--- config.mk ---
export PLATFORM = sky130hd
export DESIGN_NAME = lieat_exu_vpu_vseq
export DESIGN_NICKNAME = d
export VERILOG_FILES = /design/src/rtl/lieat_exu_vpu_vseq.sv
export SDC_FILE = /design/constraint.sdc
export NUM_CORES = 1
export LEC_CHECK = 0
export BUFFER_PORTS_ARGS = -buffer_cell sky130_fd_sc_hd__buf_4
export CORE_UTILIZATION = 45
export CTS_CLUSTER_SIZE = 28
export DETAILED_ROUTE_END_ITERATION = 7
export PLACE_DENSITY = 0.71
export SYNTH_ARGS = -nofsm -noshare
export SYNTH_HDL_FRONTEND = slang
export SYNTH_SLANG_ARGS = --single-unit
--- constraint.sdc ---
create_clock -name clock -period 3.9 [get_ports clock]
set_input_delay 0.39 -clock clock [delete_from_list [all_inputs] [get_ports clock]]
set_output_delay 0.39 -clock clock [all_outputs]
set_load 0.1 [all_outputs]
--- src/rtl/lieat_exu_vpu_vseq.sv ---
`default_nettype none
// ============================================================================
// Module   : lieat_exu_vpu_vseq
// Brief    : Element sequencer feeding LANES parallel 8-bit vector units.
//            Slices VLEN-bit operands into beats and gathers lane results.
// Revision : 1.0 - initial release
// ============================================================================
module lieat_exu_vpu_vseq #(
    parameter int VLEN  = 64,
    parameter int LANES = 2
) (
    input  logic                 clock,
    input  logic                 reset,
    input  logic                 vseq_i_valid,
    output logic                 vseq_i_ready,
    input  logic [VLEN-1:0]      vseq_i_vs1,
    input  logic [VLEN-1:0]      vseq_i_vs2,
    input  logic                 vseq_i_vadd,
    input  logic                 vseq_i_vsub,
    input  logic                 vseq_i_vrsub,
    input  logic [3:0]           vseq_i_vl,
    output logic                 vseq_u_valid,
    output logic [LANES*8-1:0]   vseq_u_op1,
    output logic [LANES*8-1:0]   vseq_u_op2,
    output logic                 vseq_u_vadd,
    output logic                 vseq_u_vsub,
    output logic                 vseq_u_vrsub,
    input  logic                 vseq_u_o_valid,
    input  logic [LANES*8-1:0]   vseq_u_o_data,
    output logic                 vseq_o_valid,
    input  logic                 vseq_o_ready,
    output logic [VLEN-1:0]      vseq_o_data
);

    localparam int NELEM  = VLEN / 8;
    localparam int NBEATS = NELEM / LANES;
    localparam int BW     = (NBEATS > 1) ? $clog2(NBEATS) : 1;
    localparam int VLW    = ($clog2(NELEM + 1) > 4) ? $clog2(NELEM + 1) : 4;
    localparam int LW     = LANES * 8;

    localparam logic [1:0] ST_IDLE = 2'd0;
    localparam logic [1:0] ST_RUN  = 2'd1;
    localparam logic [1:0] ST_DONE = 2'd2;

    logic [1:0]      state;
    logic [BW-1:0]   beat;
    logic [BW-1:0]   last_beat;
    logic [VLEN-1:0] vs1_q;
    logic [VLEN-1:0] vs2_q;
    logic            vadd_q;
    logic            vsub_q;
    logic            vrsub_q;
    logic [VLW-1:0]  vl_eff;
    logic [VLEN-1:0] result;

    logic            accept;
    logic            running;
    logic [VLW-1:0]  vl_clamp;
    int              nbeats_new;
    logic [BW-1:0]   last_new;

    assign accept  = vseq_i_valid && (state == ST_IDLE);
    assign running = (state == ST_RUN);

    // Clamp vl to the register width and precompute the final beat index so
    // the run loop only needs an equality compare.
    always_comb begin
        vl_clamp   = VLW'(vseq_i_vl);
        if (int'(vseq_i_vl) > NELEM) begin
            vl_clamp = VLW'(NELEM);
        end
        nbeats_new = (int'(vl_clamp) + LANES - 1) / LANES;
        last_new   = '0;
        if (nbeats_new > 0) begin
            last_new = BW'(nbeats_new - 1);
        end
    end

    always_ff @(posedge clock) begin
        if (reset) begin
            state     <= ST_IDLE;
            beat      <= '0;
            last_beat <= '0;
            vs1_q     <= '0;
            vs2_q     <= '0;
            vadd_q    <= 1'b0;
            vsub_q    <= 1'b0;
            vrsub_q   <= 1'b0;
            vl_eff    <= '0;
            result    <= '0;
        end else begin
            case (state)
                ST_IDLE: begin
                    if (accept) begin
                        vs1_q     <= vseq_i_vs1;
                        vs2_q     <= vseq_i_vs2;
                        vadd_q    <= vseq_i_vadd;
                        vsub_q    <= vseq_i_vsub;
                        vrsub_q   <= vseq_i_vrsub;
                        vl_eff    <= vl_clamp;
                        last_beat <= last_new;
                        beat      <= '0;
                        result    <= '0;
                        state     <= (vl_clamp == '0) ? ST_DONE : ST_RUN;
                    end
                end
                ST_RUN: begin
                    if (vseq_u_o_valid) begin
                        // Elements beyond vl_eff in the final beat are zero-filled.
                        for (int l = 0; l < LANES; l++) begin
                            if ((int'(beat) * LANES + l) < int'(vl_eff)) begin
                                result[(int'(beat) * LANES + l) * 8 +: 8] <= vseq_u_o_data[l*8 +: 8];
                            end else begin
                                result[(int'(beat) * LANES + l) * 8 +: 8] <= 8'd0;
                            end
                        end
                        if (beat == last_beat) begin
                            state <= ST_DONE;
                        end else begin
                            beat <= beat + 1'b1;
                        end
                    end
                end
                ST_DONE: begin
                    if (vseq_o_ready) begin
                        state <= ST_IDLE;
                    end
                end
                default: begin
                    state <= ST_IDLE;
                end
            endcase
        end
    end

    assign vseq_i_ready = (state == ST_IDLE);
    assign vseq_u_valid = running;
    assign vseq_u_op1   = running ? vs1_q[int'(beat) * LW +: LW] : '0;
    assign vseq_u_op2   = running ? vs2_q[int'(beat) * LW +: LW] : '0;
    assign vseq_u_vadd  = running & vadd_q;
    assign vseq_u_vsub  = running & vsub_q;
    assign vseq_u_vrsub = running & vrsub_q;
    assign vseq_o_valid = (state == ST_DONE);
    assign vseq_o_data  = result;

endmodule
`default_nettype wire
# After elaboration in Yosys (flattened, before gate mapping)
# Index checks and enable logic that the tools add are counted.
dict set report totals {
  register_bits 205
  latch_bits 0
  mem_bits_rw 0
  romBits 0
  input_bits 156
  output_inout_bits 102
  word_cells 76
  mem_count 0
}
dict set report classes {
  n_addsub 8
  mul 0
  div 0
  order_cmp 4
  n_eq_ne 8
  shift 8
  muxes 26
  n_bitwise 4
  reduce_logical 8
}
# cell n
set op_table {}
lappend op_table {{$mux W64} 7}
lappend op_table {{$bwmux W64} 4}
lappend op_table {{$pmux W64 S2} 1}
lappend op_table {{$shift A8 B33 Y64 const A} 2}
lappend op_table {{$shiftx A64 B7 Y16} 2}
lappend op_table {{$shiftx A8 B33 Y64} 2}
lappend op_table {{$shiftx A8 B33 Y64 const A} 2}
lappend op_table {{$neg A6 Y33} 1}
lappend op_table {{$neg A7 Y33} 1}
lappend op_table {{$add A32 B1 Y32} 1}
lappend op_table {{$gt A32 B1 Y1 const B} 1}
lappend op_table {{$lt A32 B5 Y1} 1}
lappend op_table {{$mux W16} 2}
lappend op_table {{$mux W2} 9}
lappend op_table {{$reduce_and A4 Y1} 2}
lappend op_table {{$ne A2 B1 Y1 const B} 3}
lappend op_table {{$pmux W2 S3} 1}
lappend op_table {{$sub A5 B1 Y6 const B} 1}
lappend op_table {{$add A4 B2 Y5 const B} 1}
lappend op_table {{$add A3 B1 Y4 const B} 1}
lappend op_table {{$and A1 B1 Y1} 4}
lappend op_table {{$gt A4 B4 Y1 const B} 1}
lappend op_table {{$logic_not A4 Y1} 1}
lappend op_table {{$lt A3 B4 Y1} 1}
lappend op_table {{13 further kinds} 14}

# Logic depth before layout (Yosys ltp)
dict set report depth {
  depth_word 11
  depth_mapped 9
  mapped_depth_nobuf 6
}

# Least setup slack after synthesis
# OpenSTA, ideal clock, no wires.
dict set report synth_path {
  path_kind {flip-flop to output port}
  from {register state[0]}
  to {output port vseq_u_op2[10]}
  arrival_time_ps 2537
  t_required_ps 3510
  slack_ps 973
  stages_incl_launch_ff 5
  n_path_buf 2
  path_cell_list {dfxtp_1 > nor2b_1 > clkbuf_1 > clkbuf_1 > and2_1}
}
dict set report synth_between {
  elab_chain_cells 2
}
# item line
set synth_lines {}
lappend synth_lines {{start, declared} 45} ;# logic [1:0] state;
lappend synth_lines {{start signal, assigned} 104} ;# state <= (vl_clamp == '0) ? ST_DONE : ST_RUN;
lappend synth_lines {{$eq A2 B1 Y1} 63} ;# assign running = (state == ST_RUN);
lappend synth_lines {{net vseq_u_valid} 22} ;# output logic vseq_u_valid,
lappend synth_lines {{$mux W16} 139} ;# assign vseq_u_op2 = running ? vs2_q[int'(beat) * LW +: LW] : '0;
lappend synth_lines {{end, declared} 24} ;# output logic [LANES*8-1:0] vseq_u_op2,
# The timed path passes the listed nets, and every way through them passes these cells.

# Final worst setup path
dict set report layout_path {
  from {register beat[0]}
  to {output port vseq_u_op2[13]}
}
dict set report layout_between {
  elab_chain_cells 2
}
# item line
set layout_lines {}
lappend layout_lines {{start, declared} 46} ;# logic [BW-1:0] beat;
lappend layout_lines {{start signal, assigned} 120} ;# beat <= beat + 1'b1;
lappend layout_lines {{$shiftx A64 B7 Y16} 139}
lappend layout_lines {{$mux W16} 139}
# Every way passes these cells.

==> summary.md <==
| Metric | Value |
|---|---|
| Netlist cell types | `41` |
| Max Slew Vio Count | `0` |
| Top Family by Delay on Critical Path | `flip-flops` |
| FP Rows | `49` |
| Sequential share of the synthesized area | `0.487` |
| Initial antenna violation count | `1` |
| GRT Util Overall | `0.237` |
| Vias in the first global route | `7,110` |
| Synth Flop Type | `dfxtp_1` |
| Layout cells sized above 1 | `0.298` |
| Setup repair bufs after CTS | `0` |
| Crit path buffers/inverters | `2` |
| IO buf count | `257` |
| Slowest-stage cell, CP | `dfxtp_2` |
| Finish-stage setup viols | `0` |
| Via Count | `7,306` |
| Final net count | `1,315` |
| Clock buffer depth | `3` |
| Max Clk Rate | `313 MHz` |
| Commonest cells after routing, fill and taps aside | `nand2_1, buf_4, dfxtp_1, a21oi_1, a22o_1` |
| Syn avg cell area | `9.15 um2` |
| Crit Path Category | `reg2out` |
| Slew @ Worst Pin | `1000 ps` |
| CP most frequent cell | `buf_4` |
| First-pass GRT wire length | `37.1 mm` |
| Post-layout min period | `3200 ps` |
| Worst setup EP type | `output port` |
| Die Area | `19,300 um2` |
| First-pass DRT Iterations | `8` |
| # IOs | `258` |
| Yosys warns | `0` |
| Remaining DRCs | `24` |
| Initial Utilization | `0.464` |
| Crit path DAT | `2810 ps` |
| Antenna Violating Nets Remaining | `0` |
| WL per Instance | `16.5 um` |
| CTS tree | `yes` |
| Area growth syn-to-layout | `32.3%` |
| MaxCap Viol Count | `0` |
| Total clock sinks | `205` |
| Mapped Area | `8420 um2` |
| VDD IR max | `0.309 mV` |
| Total power per unit cell area | `456 nW/um2` |
| Core Box Area | `18,100 um2` |
| Startpoint types | `register` |
| Design area | `11,100 um2` |
| PostCTS Resize Cnt | `0` |
| Clock Latency Late Sink | `490 ps` |
| Routed WL | `23.0 mm` |
| Hold Fails Final Rpt | `0` |
| RePlAce Congestion | `0.809` |
| Commonest non-fill, non-tap cell in the layout | `nand2_1` |
| Setup Skew | `6.17 ps` |
| Min-Delay Path Class | `in2reg` |
| Leakage | `4.70 nW` |
| Die span in x | `139 um` |
| Hold-fix buffer count after cts | `0` |
| Asr flop ratio synth | `0` |
| Setup TNS | `0 ps` |
| Unrepaired setup endpoints after global routing | `false` |
| GRT Residual Overflow | `0` |
| Detailed Place HPWL | `15.3 mm` |
| Status | `finished, violations left` |
| Post-DR vias/cell | `5.26` |
| Starting DRC count in detailed routing | `429` |
| Post-synthesis cell count | `921` |
| Slew headroom | `0.333` |
| Synthesized netlist net count | `1,088` |
| CTS Buf Count | `23` |
| Die Y | `139 um` |
| DP Area | `10,500 um2` |
| Largest stage delay, worst path | `830 ps` |
| Crit Path Max Fanout | `23` |
| Root buf cell | `clkbuf_16` |
| H-Tree Depth | `1` |
| Post-synth EDFFs | `0` |
| Final period util | `0.819` |
| Worst-path cell chain | `buf_4 -> mux4_2 -> and2_1 -> buf_4` |
| Failing checks | `design-rule violations` |
| Largest net degree at the start of global routing | `122` |
| Crit path required time | `3510 ps` |
| Flops & latches, synth | `205` |
| Clock transition at path regs | `60 ps` |
[per-stage QoR]
| stage | power, mW | utilization | cells | hold slack, ps | setup slack [ps] |
|---|---|---|---|---|---|
| after floorplan | 2.84 | - | 921 | 431 | 973 |
| after global placement | 3.09 | 0.576 | 1352 | 437 | 1200 |
| after detailed placement | 3.11 | 0.576 | 1352 | 443 | 1180 |
| after CTS | 5.13 | 0.614 | 1389 | 126 | 638 |
| after global routing | 5.30 | 0.614 | 1390 | 134 | 516 |
| final | 5.09 | 0.614 | 1390 | 141 | 704 |
[kinds of logic after synthesis]
kind of cell,after synthesis,share of synthesized area
simple gates,375,0.207
fa+ha+maj,11,0.0163
flops,205,0.487
compound gates,214,0.159
xor+xnor,3,0.00312
mux,32,0.0855
buf+inv,81,0.0419
[worst min-delay path, cell delays in order]
cell and delay (ps):
buf_4 110, nand2_1 40, a21oi_1 50
[routing by layer]
metal / track usage / share of wire
met5: 0 / 0
met4: 0.0784 / 0.026
met3: 0.0684 / 0.085
met2: 0.384 / 0.46
met1: 0.303 / 0.43
[synthesized netlist by cell type, types with 2 or more instances]
cell       number  share of area
mux4_2         32          0.086
buf_2          30          0.018
o2bb2ai_1      10          0.010
nand2_1       275           0.12
nor3b_1         3         0.0027
or3_1           2         0.0015
nor3_2          5         0.0059
a22o_1         56          0.058
nor2b_1        22          0.016
nor4b_4         3         0.0085
dfxtp_1       205           0.49
nor2_1         10         0.0045
and2_1         35          0.026
nand2b_1        4         0.0030
xor2_1          3         0.0031
a21oi_1       141          0.084
ha_1           11          0.016
buf_1           3         0.0013
clkbuf_1       30          0.013
inv_1          16         0.0071
nor3_1          2         0.0012
nand3_1         4         0.0024
[final timing paths]
path,startpoint,to,cells after the start,slack [ps]
worst min-delay path,vseq_i_vs2[5],vs2_q[5],3,140
worst min register to register,vrsub_q,vrsub_q,2,450
worst max-delay path,beat[0],vseq_u_op2[13],4,700
worst max register to register,beat[0],vseq_o_data[17],6,1270
[registers in the layout (all words and copies together), names as in the netlist, 2 cells and up]
register / cells
vs1_q: 64
vs2_q: 64
vseq_o_data: 64
vl_eff: 4
beat: 2
last_beat: 2
state: 2
[cell type report]
class / instances / area [um2]
diodes: 1 / 2.50
clock buffers: 33 / 623
clock inverters: 4 / 70.1
fillers: 1657 / 7000
inverters: 16 / 60.1
multi-input cells: 635 / 3980
flip-flops and latches: 205 / 4110
well taps: 229 / 287
repair buffers: 267 / 2020
[where the power goes]
group / internal, mW / total [mW] / switching, mW
clock: 1.23 / 2.03 / 0.800
sequential: 2.21 / 2.29 / 0.0735
combinational: 0.291 / 0.772 / 0.481
Note: power is estimated with default switching activity, not from simulation.
